### src/rtl/cache_pkg.sv
`default_nettype none
// +--------------------------------------------------------------------+
// | cache_pkg: controller state type and line geometry for the datapath |
// | Rev 1.0                                                             |
// +--------------------------------------------------------------------+
package cache_pkg;

    typedef enum logic [2:0] {
        ST_IDLE      = 3'd0,
        ST_TAG_CHECK = 3'd1,
        ST_WRITEBACK = 3'd2,
        ST_FILL      = 3'd3,
        ST_RESPOND   = 3'd4
    } cache_state_t;

    localparam int unsigned C_LINE_BYTES = 32;
    localparam int unsigned C_OFFSET_W   = $clog2(C_LINE_BYTES);
    localparam int unsigned C_LINE_BITS  = C_LINE_BYTES * 8;

endpackage : cache_pkg
`default_nettype wire

### src/rtl/plru_tree.sv
`default_nettype none
// +--------------------------------------------------------------------+
// | plru_tree: combinational tree pseudo-LRU victim select and update    |
// | Rev 1.0                                                             |
// +--------------------------------------------------------------------+
module plru_tree #(
    parameter int WAYS = 4
) (
    input  logic [WAYS-2:0]         i_tree,
    input  logic [$clog2(WAYS)-1:0] i_access_way,
    output logic [$clog2(WAYS)-1:0] o_victim,
    output logic [WAYS-2:0]         o_tree_next
);

    localparam int LEVELS = $clog2(WAYS);

    // Heap-ordered nodes: children of node n are 2n+1 (lower half) and 2n+2.
    // A node bit of 1 means the victim lies in the upper half.
    always_comb begin : p_victim
        int node;
        int acc;
        node = 0;
        acc  = 0;
        for (int l = 0; l < LEVELS; l++) begin
            acc  = 2 * acc + int'(i_tree[node[LEVELS-1:0]]);
            node = 2 * node + 1 + int'(i_tree[node[LEVELS-1:0]]);
        end
        o_victim = acc[LEVELS-1:0];
    end

    always_comb begin : p_update
        int node;
        int dir;
        node        = 0;
        dir         = 0;
        o_tree_next = i_tree;
        for (int l = 0; l < LEVELS; l++) begin
            dir = (int'(i_access_way) >> (LEVELS - 1 - l)) & 1;
            o_tree_next[node[LEVELS-1:0]] = (dir == 0);
            node = 2 * node + 1 + dir;
        end
    end

endmodule : plru_tree
`default_nettype wire

### src/rtl/cache_control_nway.sv
`default_nettype none
// +--------------------------------------------------------------------+
// | cache_control_nway: N-way write-back/write-allocate cache control    |
// | Rev 1.0                                                             |
// +--------------------------------------------------------------------+
module cache_control_nway
    import cache_pkg::*;
#(
    parameter int WAYS     = 4,
    parameter int SETS     = 8,
    parameter int ADDR_W   = 32,
    parameter int OFFSET_W = 5,
    parameter int CNT_W    = 32
) (
    input  logic                    clk,
    input  logic                    rst,
    input  logic                    mem_read,
    input  logic                    mem_write,
    input  logic [ADDR_W-1:0]       mem_address,
    input  logic [WAYS-1:0]         hit,
    input  logic [WAYS-1:0]         valid,
    input  logic [WAYS-1:0]         dirty,
    input  logic                    pmem_resp,
    output logic                    mem_resp,
    output logic                    pmem_read,
    output logic                    pmem_write,
    output logic                    pmem_address_sel,
    output logic [$clog2(WAYS)-1:0] way_sel,
    output logic [WAYS-1:0]         tag_load,
    output logic [WAYS-1:0]         valid_load,
    output logic [WAYS-1:0]         dirty_load,
    output logic                    dirty_datain,
    output logic [WAYS-1:0]         data_we,
    output logic                    data_datain_sel,
    output logic [CNT_W-1:0]        hit_count,
    output logic [CNT_W-1:0]        miss_count,
    output logic [CNT_W-1:0]        wb_count
);

    localparam int WAY_W = $clog2(WAYS);
    localparam int SET_W = $clog2(SETS);

    cache_state_t         state_q, state_d;
    logic [WAY_W-1:0]     victim_q, victim_d;
    logic [WAYS-2:0]      plru_q [SETS];
    logic [WAYS-2:0]      plru_d [SETS];
    logic [CNT_W-1:0]     hit_count_q, hit_count_d;
    logic [CNT_W-1:0]     miss_count_q, miss_count_d;
    logic [CNT_W-1:0]     wb_count_q, wb_count_d;

    logic [SET_W-1:0]     w_set;
    logic                 w_is_write;
    logic                 w_any_hit;
    logic [WAY_W-1:0]     w_hit_way;
    logic                 w_has_invalid;
    logic [WAY_W-1:0]     w_inv_way;
    logic [WAY_W-1:0]     w_plru_victim;
    logic [WAY_W-1:0]     w_miss_victim;
    logic [WAY_W-1:0]     w_access_way;
    logic [WAYS-2:0]      w_tree_next;
    logic                 w_plru_we;
    logic                 w_hit_inc;
    logic                 w_miss_inc;
    logic                 w_wb_inc;
    logic [WAYS-1:0]      w_hit_oh;
    logic [WAYS-1:0]      w_victim_oh;

    assign w_set      = mem_address[OFFSET_W +: SET_W];
    wire   w_unused_addr = ^{mem_address[ADDR_W-1:OFFSET_W+SET_W], mem_address[OFFSET_W-1:0]};

    // Simultaneous read and write requests are serviced as a read.
    assign w_is_write = mem_write & ~mem_read;
    assign w_any_hit  = |hit;

    always_comb begin
        w_hit_way = '0;
        w_inv_way = '0;
        for (int i = WAYS - 1; i >= 0; i--) begin
            if (hit[i])    w_hit_way = WAY_W'(i);
            if (!valid[i]) w_inv_way = WAY_W'(i);
        end
    end

    assign w_has_invalid = ~&valid;
    assign w_miss_victim = w_has_invalid ? w_inv_way : w_plru_victim;
    assign w_access_way  = (state_q == ST_RESPOND) ? victim_q : w_hit_way;
    assign w_hit_oh      = WAYS'(1) << w_hit_way;
    assign w_victim_oh   = WAYS'(1) << victim_q;

    plru_tree #(
        .WAYS (WAYS)
    ) u_plru_tree (
        .i_tree       (plru_q[w_set]),
        .i_access_way (w_access_way),
        .o_victim     (w_plru_victim),
        .o_tree_next  (w_tree_next)
    );

    always_comb begin
        state_d          = state_q;
        victim_d         = victim_q;
        w_plru_we        = 1'b0;
        w_hit_inc        = 1'b0;
        w_miss_inc       = 1'b0;
        w_wb_inc         = 1'b0;
        mem_resp         = 1'b0;
        pmem_read        = 1'b0;
        pmem_write       = 1'b0;
        pmem_address_sel = 1'b0;
        way_sel          = '0;
        tag_load         = '0;
        valid_load       = '0;
        dirty_load       = '0;
        dirty_datain     = 1'b0;
        data_we          = '0;
        data_datain_sel  = 1'b0;
        case (state_q)
            ST_IDLE: begin
                if (mem_read || mem_write) state_d = ST_TAG_CHECK;
            end
            ST_TAG_CHECK: begin
                if (w_any_hit) begin
                    mem_resp  = 1'b1;
                    way_sel   = w_hit_way;
                    w_plru_we = 1'b1;
                    w_hit_inc = 1'b1;
                    if (w_is_write) begin
                        data_we         = w_hit_oh;
                        data_datain_sel = 1'b1;
                        dirty_load      = w_hit_oh;
                        dirty_datain    = 1'b1;
                    end
                    state_d = ST_IDLE;
                end else begin
                    victim_d   = w_miss_victim;
                    w_miss_inc = 1'b1;
                    state_d    = (valid[w_miss_victim] && dirty[w_miss_victim])
                                 ? ST_WRITEBACK : ST_FILL;
                end
            end
            ST_WRITEBACK: begin
                pmem_write       = 1'b1;
                pmem_address_sel = 1'b1;
                way_sel          = victim_q;
                if (pmem_resp) begin
                    w_wb_inc = 1'b1;
                    state_d  = ST_FILL;
                end
            end
            ST_FILL: begin
                pmem_read = 1'b1;
                if (pmem_resp) begin
                    data_we    = w_victim_oh;
                    tag_load   = w_victim_oh;
                    valid_load = w_victim_oh;
                    dirty_load = w_victim_oh;
                    state_d    = ST_RESPOND;
                end
            end
            ST_RESPOND: begin
                mem_resp  = 1'b1;
                way_sel   = victim_q;
                w_plru_we = 1'b1;
                if (w_is_write) begin
                    data_we         = w_victim_oh;
                    data_datain_sel = 1'b1;
                    dirty_load      = w_victim_oh;
                    dirty_datain    = 1'b1;
                end
                state_d = ST_IDLE;
            end
            default: state_d = ST_IDLE;
        endcase
    end

    always_comb begin
        plru_d = plru_q;
        if (w_plru_we) plru_d[w_set] = w_tree_next;
    end

    // Event counters stick at all-ones rather than wrapping.
    always_comb begin
        hit_count_d  = hit_count_q;
        miss_count_d = miss_count_q;
        wb_count_d   = wb_count_q;
        if (w_hit_inc  && hit_count_q  != '1) hit_count_d  = hit_count_q  + CNT_W'(1);
        if (w_miss_inc && miss_count_q != '1) miss_count_d = miss_count_q + CNT_W'(1);
        if (w_wb_inc   && wb_count_q   != '1) wb_count_d   = wb_count_q   + CNT_W'(1);
    end

    always_ff @(posedge clk or negedge rst) begin
        if (!rst) begin
            state_q      <= ST_IDLE;
            victim_q     <= '0;
            hit_count_q  <= '0;
            miss_count_q <= '0;
            wb_count_q   <= '0;
            for (int s = 0; s < SETS; s++) plru_q[s] <= '0;
        end else begin
            state_q      <= state_d;
            victim_q     <= victim_d;
            hit_count_q  <= hit_count_d;
            miss_count_q <= miss_count_d;
            wb_count_q   <= wb_count_d;
            plru_q       <= plru_d;
        end
    end

    assign hit_count  = hit_count_q;
    assign miss_count = miss_count_q;
    assign wb_count   = wb_count_q;

endmodule : cache_control_nway
`default_nettype wire

### config.mk
export PLATFORM = sky130hd
export DESIGN_NAME = cache_control_nway
export DESIGN_NICKNAME = d
export VERILOG_FILES = /design/src/rtl/cache_pkg.sv /design/src/rtl/plru_tree.sv /design/src/rtl/cache_control_nway.sv
export SDC_FILE = /design/constraint.sdc
export NUM_CORES = 1
export LEC_CHECK = 0
export ABC_CLOCK_PERIOD_IN_PS = 2650
export CAP_MARGIN = 40
export CORE_ASPECT_RATIO = 0.5
export CORE_MARGIN = 3
export CORE_UTILIZATION = 36
export CTS_CLUSTER_SIZE = 20
export DETAILED_ROUTE_END_ITERATION = 16
export PLACE_DENSITY_LB_ADDON = 0.05
export SYNTH_ARGS = -nofsm -noshare
export SYNTH_HDL_FRONTEND = slang
export SYNTH_SLANG_ARGS = --single-unit
### constraint.sdc
create_clock -name clk -period 2.65 [get_ports clk]
set_clock_uncertainty 0.1 [all_clocks]
set_input_delay 0.265 -clock clk [delete_from_list [all_inputs] [get_ports clk]]
set_output_delay 0.265 -clock clk [all_outputs]
set_load 0.02 [all_outputs]
# After elaboration in Yosys (flattened, before gate mapping)
# Cells that the tools add are included.
# op_classes
addsub	6
mul	0
div_mod_pow	0
magnitude_cmp	6
n_eq_ne	10
shifts	2
mux	51
bitwise	4
reduce_logical	15
# op_table
operator	count
adder 32 x 1 -> 32 bit, second input constant	3
!= test 32 bit, second input constant	3
zero test 32 bit	2
bitwise mux 24 bit	1
2-to-1 mux 2 bit	12
2-to-1 mux 4 bit	5
2-to-1 mux 3 bit	6
2-to-1 mux 1 bit	15
case mux 3 bit (4 select lines)	1
case mux 4 bit (3 select lines)	1
binary-select mux 3 bit (select 3 bit)	1
demux 3 bit (select 3 bit)	1
< comparator 2 x 3 -> 1 bit, second input constant	3
left shift 1 x 2 -> 4 bit, first input constant	2
binary-select mux 1 bit (select 2 bit)	3
== test 3 x 2 -> 1 bit, second input constant	2
logical AND 1 bit	6
!= test 2 bit, second input constant	3
adder 1 x 1 -> 2 bit, first input constant	2
greater-or-equal comparator 4 bit, second input constant	1
< comparator 4 x 1 -> 1 bit, second input constant	1
inverter 3 -> 4 bit	1
case mux 1 bit (2 select lines)	2
case mux 2 bit (2 select lines)	1
15 further kinds	16
# word_totals
reg_bits	125
latch_bits	0
ramBits	0
rom_bits	0
input_bits	49
out_inout_bits	120
elab_cells	107
n_memories	0

# Depth between registers and ports, before layout
# depth
word_depth	15
mapped_depth	8

# Hierarchy
# From an unflattened synthesis, not the netlist that was laid out.
# hier_totals
hier_cells	625
area_unflattened_um2	6495.0
# by_module_without_submodules
mod	n_inst	cells_per_inst	area_each_um2	seq_area_each_um2
cache_control_nway	1	618	6451.2	3128.0
plru_tree	1	7	43.8	0.0

# Least setup slack after synthesis
# Ideal clock, no wire load.
# synth_timing
kind	reg-to-output
start	reg state_q[2]
end	out dirty_load[0]
t_arrival_ps	2154
t_required_ps	2285
slack_ps	131
path_stages_with_launch	8
path_buffers	1
path_cell_list	dfrtp_1 nand2b_1 nor2_1 nand2_1 inv_1 a21oi_1 o31ai_1 buf_4
# synth_between
elab_chain_cells	2
word_cells_on_any_way	4
# synth_rtl
item	line_no	source
start, declared	cache_control_nway.sv:43	cache_state_t state_q, state_d;
start signal, assigned	cache_control_nway.sv:200	state_q <= state_d;
== test 3 bit (tied with other cells)	n/a	
case mux 4 bit (3 select lines) (*)	n/a	
end, declared	cache_control_nway.sv:31	output logic [WAYS-1:0] dirty_load,
# Every way passes the cells marked *; elsewhere a longest branch is shown, timed or not.

# Worst setup path after layout
# layout_timing
start	in hit[1]
end	out way_sel[1]
# layout_between
elab_chain_cells	4
word_cells_on_any_way	5
# layout_rtl
item	line_no	source
start, declared	cache_control_nway.sv:20	input logic [WAYS-1:0] hit,
2-to-1 mux 2 bit (2 in a row)	cache_control_nway.sv:79	if (hit[i]) w_hit_way = WAY_W'(i);
2-to-1 mux 2 bit (*)	cache_control_nway.sv:122	if (w_any_hit) begin
case mux 2 bit (2 select lines) (*)	cache_control_nway.sv:117	case (state_q)
end, declared	cache_control_nway.sv:28	output logic [$clog2(WAYS)-1:0] way_sel,
# Marks and branches as above.

==> qor.yml <==
status:
  outcome: "completed"
cts:
  clkTransAtPathRegs_ns: 0.06
  clk_path_buf_depth: 2
  cts_buffers: 17
  cts_max_level: 4
  cts_setup_buffers: 0
  root_buffer: "clkbuf_16"
  cts.sinks: 125
  clk-insertion-delay-late_ns: 0.40
  cts_tree: "done"
yosys:
  synth-edff-count: 0
  ys.flop_type: "dfrtp_1"
  synth_seq_cells: 125
  synth_area_per_cell_um2: 11.1
  synthCells: 571
  yosysSeqAreaShare: 0.493
  synth_warnings: 0
  synth_area_um2: 6350
  synth_fp_nets: 623
  synthArstFlopShare: 1.00
  synth.distinct_cells: 61
place:
  port_buffers: 139
  place_congestion: 0.815
  hpwl_um: 10900
die:
  die_area_um2: 19400
  fp.dieH_um: 99.9
  core_area_um2: 16800
  rows: 33
  initial_utilization: 0.378
  die_x_um: 194
  io_pins: 169
power:
  powerDensity_nw_per_um2: 721
  p_leak_nw: 3.79
  irDropWorstVdd_mv: 0.499
sta:
  fin_crit_ns: 2.52
  relSlewSlack: 0.661
  grt_setup_unrepaired: "no"
  fmax_ghz: 0.396
  setup_viol: 0
  maxSlewViolCount: 0
  tightest_slew_ns: 0.507
  fin_hold_ws_ns: 0.208
  hold_violations: 0
  fin_crit_sh: 0.952
setup_path:
  critical_path_arrival_ns: 2.16
  crit_family: "buffers and inverters"
  critical_path_class: "input port to output pin"
  worstSetupEndpointType: "output pin"
  worstSetupStartpointType: "input port"
  crit_path_top_delay_cell: "clkdlybuf4s50_1"
  path_max_fanout: 3
  cp_cell_sequence: "clkdlybuf4s50_1 > buf_4 > nor2_1 > a21boi_0 > a22o_1 > clkdlybuf4s50_1"
  worst_path_largest_cell_delay_ns: 0.62
  worst_ep_required_time_ns: 2.29
  critPathBufInv: 3
  crit_path_frequent_cell: "clkdlybuf4s50_1"
detailed_routing:
  viasPerCell: 4.89
  wl_per_cell_um: 15.0
  totalWireLength_um: 14700
  postRouteAntennaNets: 0
  dr.pass1.iters: 4
  drtIter0Drc: 174
  route.detailed.drc: 0
  num_vias: 4789
final_layout:
  fin_nets: 792
  fin_util: 0.521
  synthToLayoutAreaGrowth_pct: 37.9
  drive_above_1_share: 0.155
  antennaDiodeCount: 0
  mostFrequentLayoutCell: "clkdlybuf4s50_1"
  layout_common_cells: "126 x clkdlybuf4s50_1, 124 x dfrtp_1, 66 x xnor2_1, 56 x nand2_1, 45 x nand3_1"
global_routing:
  overflow: 0
  grt_pass1_wl_um: 25000
  grt_pass1_vias: 4812
  grt_max_degree: 77
  grtUsageTotal: 0.158
  antenna_found_initial: 0
worst_hold_path:
  hold_class: "input port to async pin"
job:
  cap_violations: 0
## through the flow
step	setup slack [ns]	power [W]	instances	instance area, µm²	setup TNS (ns)
6_report	0.126	0.00631	980	8750	0
5_1_grt	0.0110	0.00665	980	8750	0
4_1_cts	0.0110	0.00639	980	8730	0
3_5_place_dp	-0.165	0.00393	947	8120	-0.186
3_3_place_gp	-0.106	0.00392	947	8120	-0.119
2_1_floorplan	0.131	0.00330	571	6350	0
## final timing paths
path | startpoint | endpoint | slack, ns | depth (start not counted)
max | hit[1] | way_sel[1] | 0.13 | 6
min | rst | hit_count[22] | 0.21 | 2
max reg2reg | plru_q[3] | state_q[0] | 0.37 | 6
min reg2reg | hit_count[17] | hit_count[17] | 0.38 | 1
max in group asynchronous | rst | miss_count[2] | 1.53 | 3
min in group clk | hit_count[17] | hit_count[17] | 0.38 | 1
## power breakdown
part / internal (W) / switching [W]
sequential: 0.00220 / 0.000252
clock: 0.00160 / 0.000826
combinational: 0.000774 / 0.000654
## worst reg2reg max path, stage by stage (launching register included)
cell,delay (ns)
dfrtp_1,0.37
mux4_2,0.51
mux2i_4,0.21
mux2_2,0.38
a221o_1,0.35
o311ai_1,0.09
o211ai_1,0.14
## synth_stat cells, drive strengths merged (5+ instances only)
library cell / instances / area [µm²]
a21oi: 5 / 25.0
and2: 12 / 75.1
and3: 15 / 93.8
and4: 16 / 140
buf: 18 / 126
dfrtp: 125 / 3130
inv: 7 / 26.3
mux2: 30 / 338
mux2i: 7 / 86.3
mux4: 6 / 135
nand2: 56 / 210
nand2b: 6 / 37.5
nand3: 45 / 225
nand4: 23 / 150
nor2: 33 / 124
nor2b: 5 / 31.3
nor3: 16 / 90.1
nor3b: 5 / 58.8
nor4: 6 / 71.3
xnor2: 66 / 578
xor2: 27 / 236
## registers in the layout, summed over array words and instances (netlist names)
name,flops
state_q,3
plru_q,24
miss_count,32
victim_q,2
hit_count,32
wb_count,32
## kinds of logic (layout without fill, tap and decap cells)
kind of cell | Yosys count | after routing | share of synthesized area
compound gates | 28 | 28 | 0.0341
flops | 125 | 125 | 0.493
buf+inv | 25 | 207 | 0.0241
mux | 43 | 43 | 0.0881
xor+xnor | 93 | 93 | 0.128
fa+ha+maj | 3 | 3 | 0.00592
simple gates | 254 | 254 | 0.227
## metal layers
metal	vias to the layer above	routed length, µm	global-route usage
met5	-	0	0
met4	0	72	0.0366
met3	5	555	0.0439
met2	89	6790	0.247
met1	2332	7240	0.220
li1	2363	-	-
## final cells by class
type | count | area [µm²]
fill | 1514 | 8050
sequential | 125 | 3130
multi-input combinational | 421 | 3070
timing repair buffer | 168 | 1620
clock buffer | 22 | 454
tap | 227 | 284
clock inverter | 10 | 164
inverter | 7 | 26.3
## repair_timing
item,CTS,global route
gates resized for setup,9,6
hold buffers,1,0
endpoints found under the setup margin,8,7
endpoints found under the hold margin,19,0
pin swaps,0,0
(Power assumes the default switching activity.)
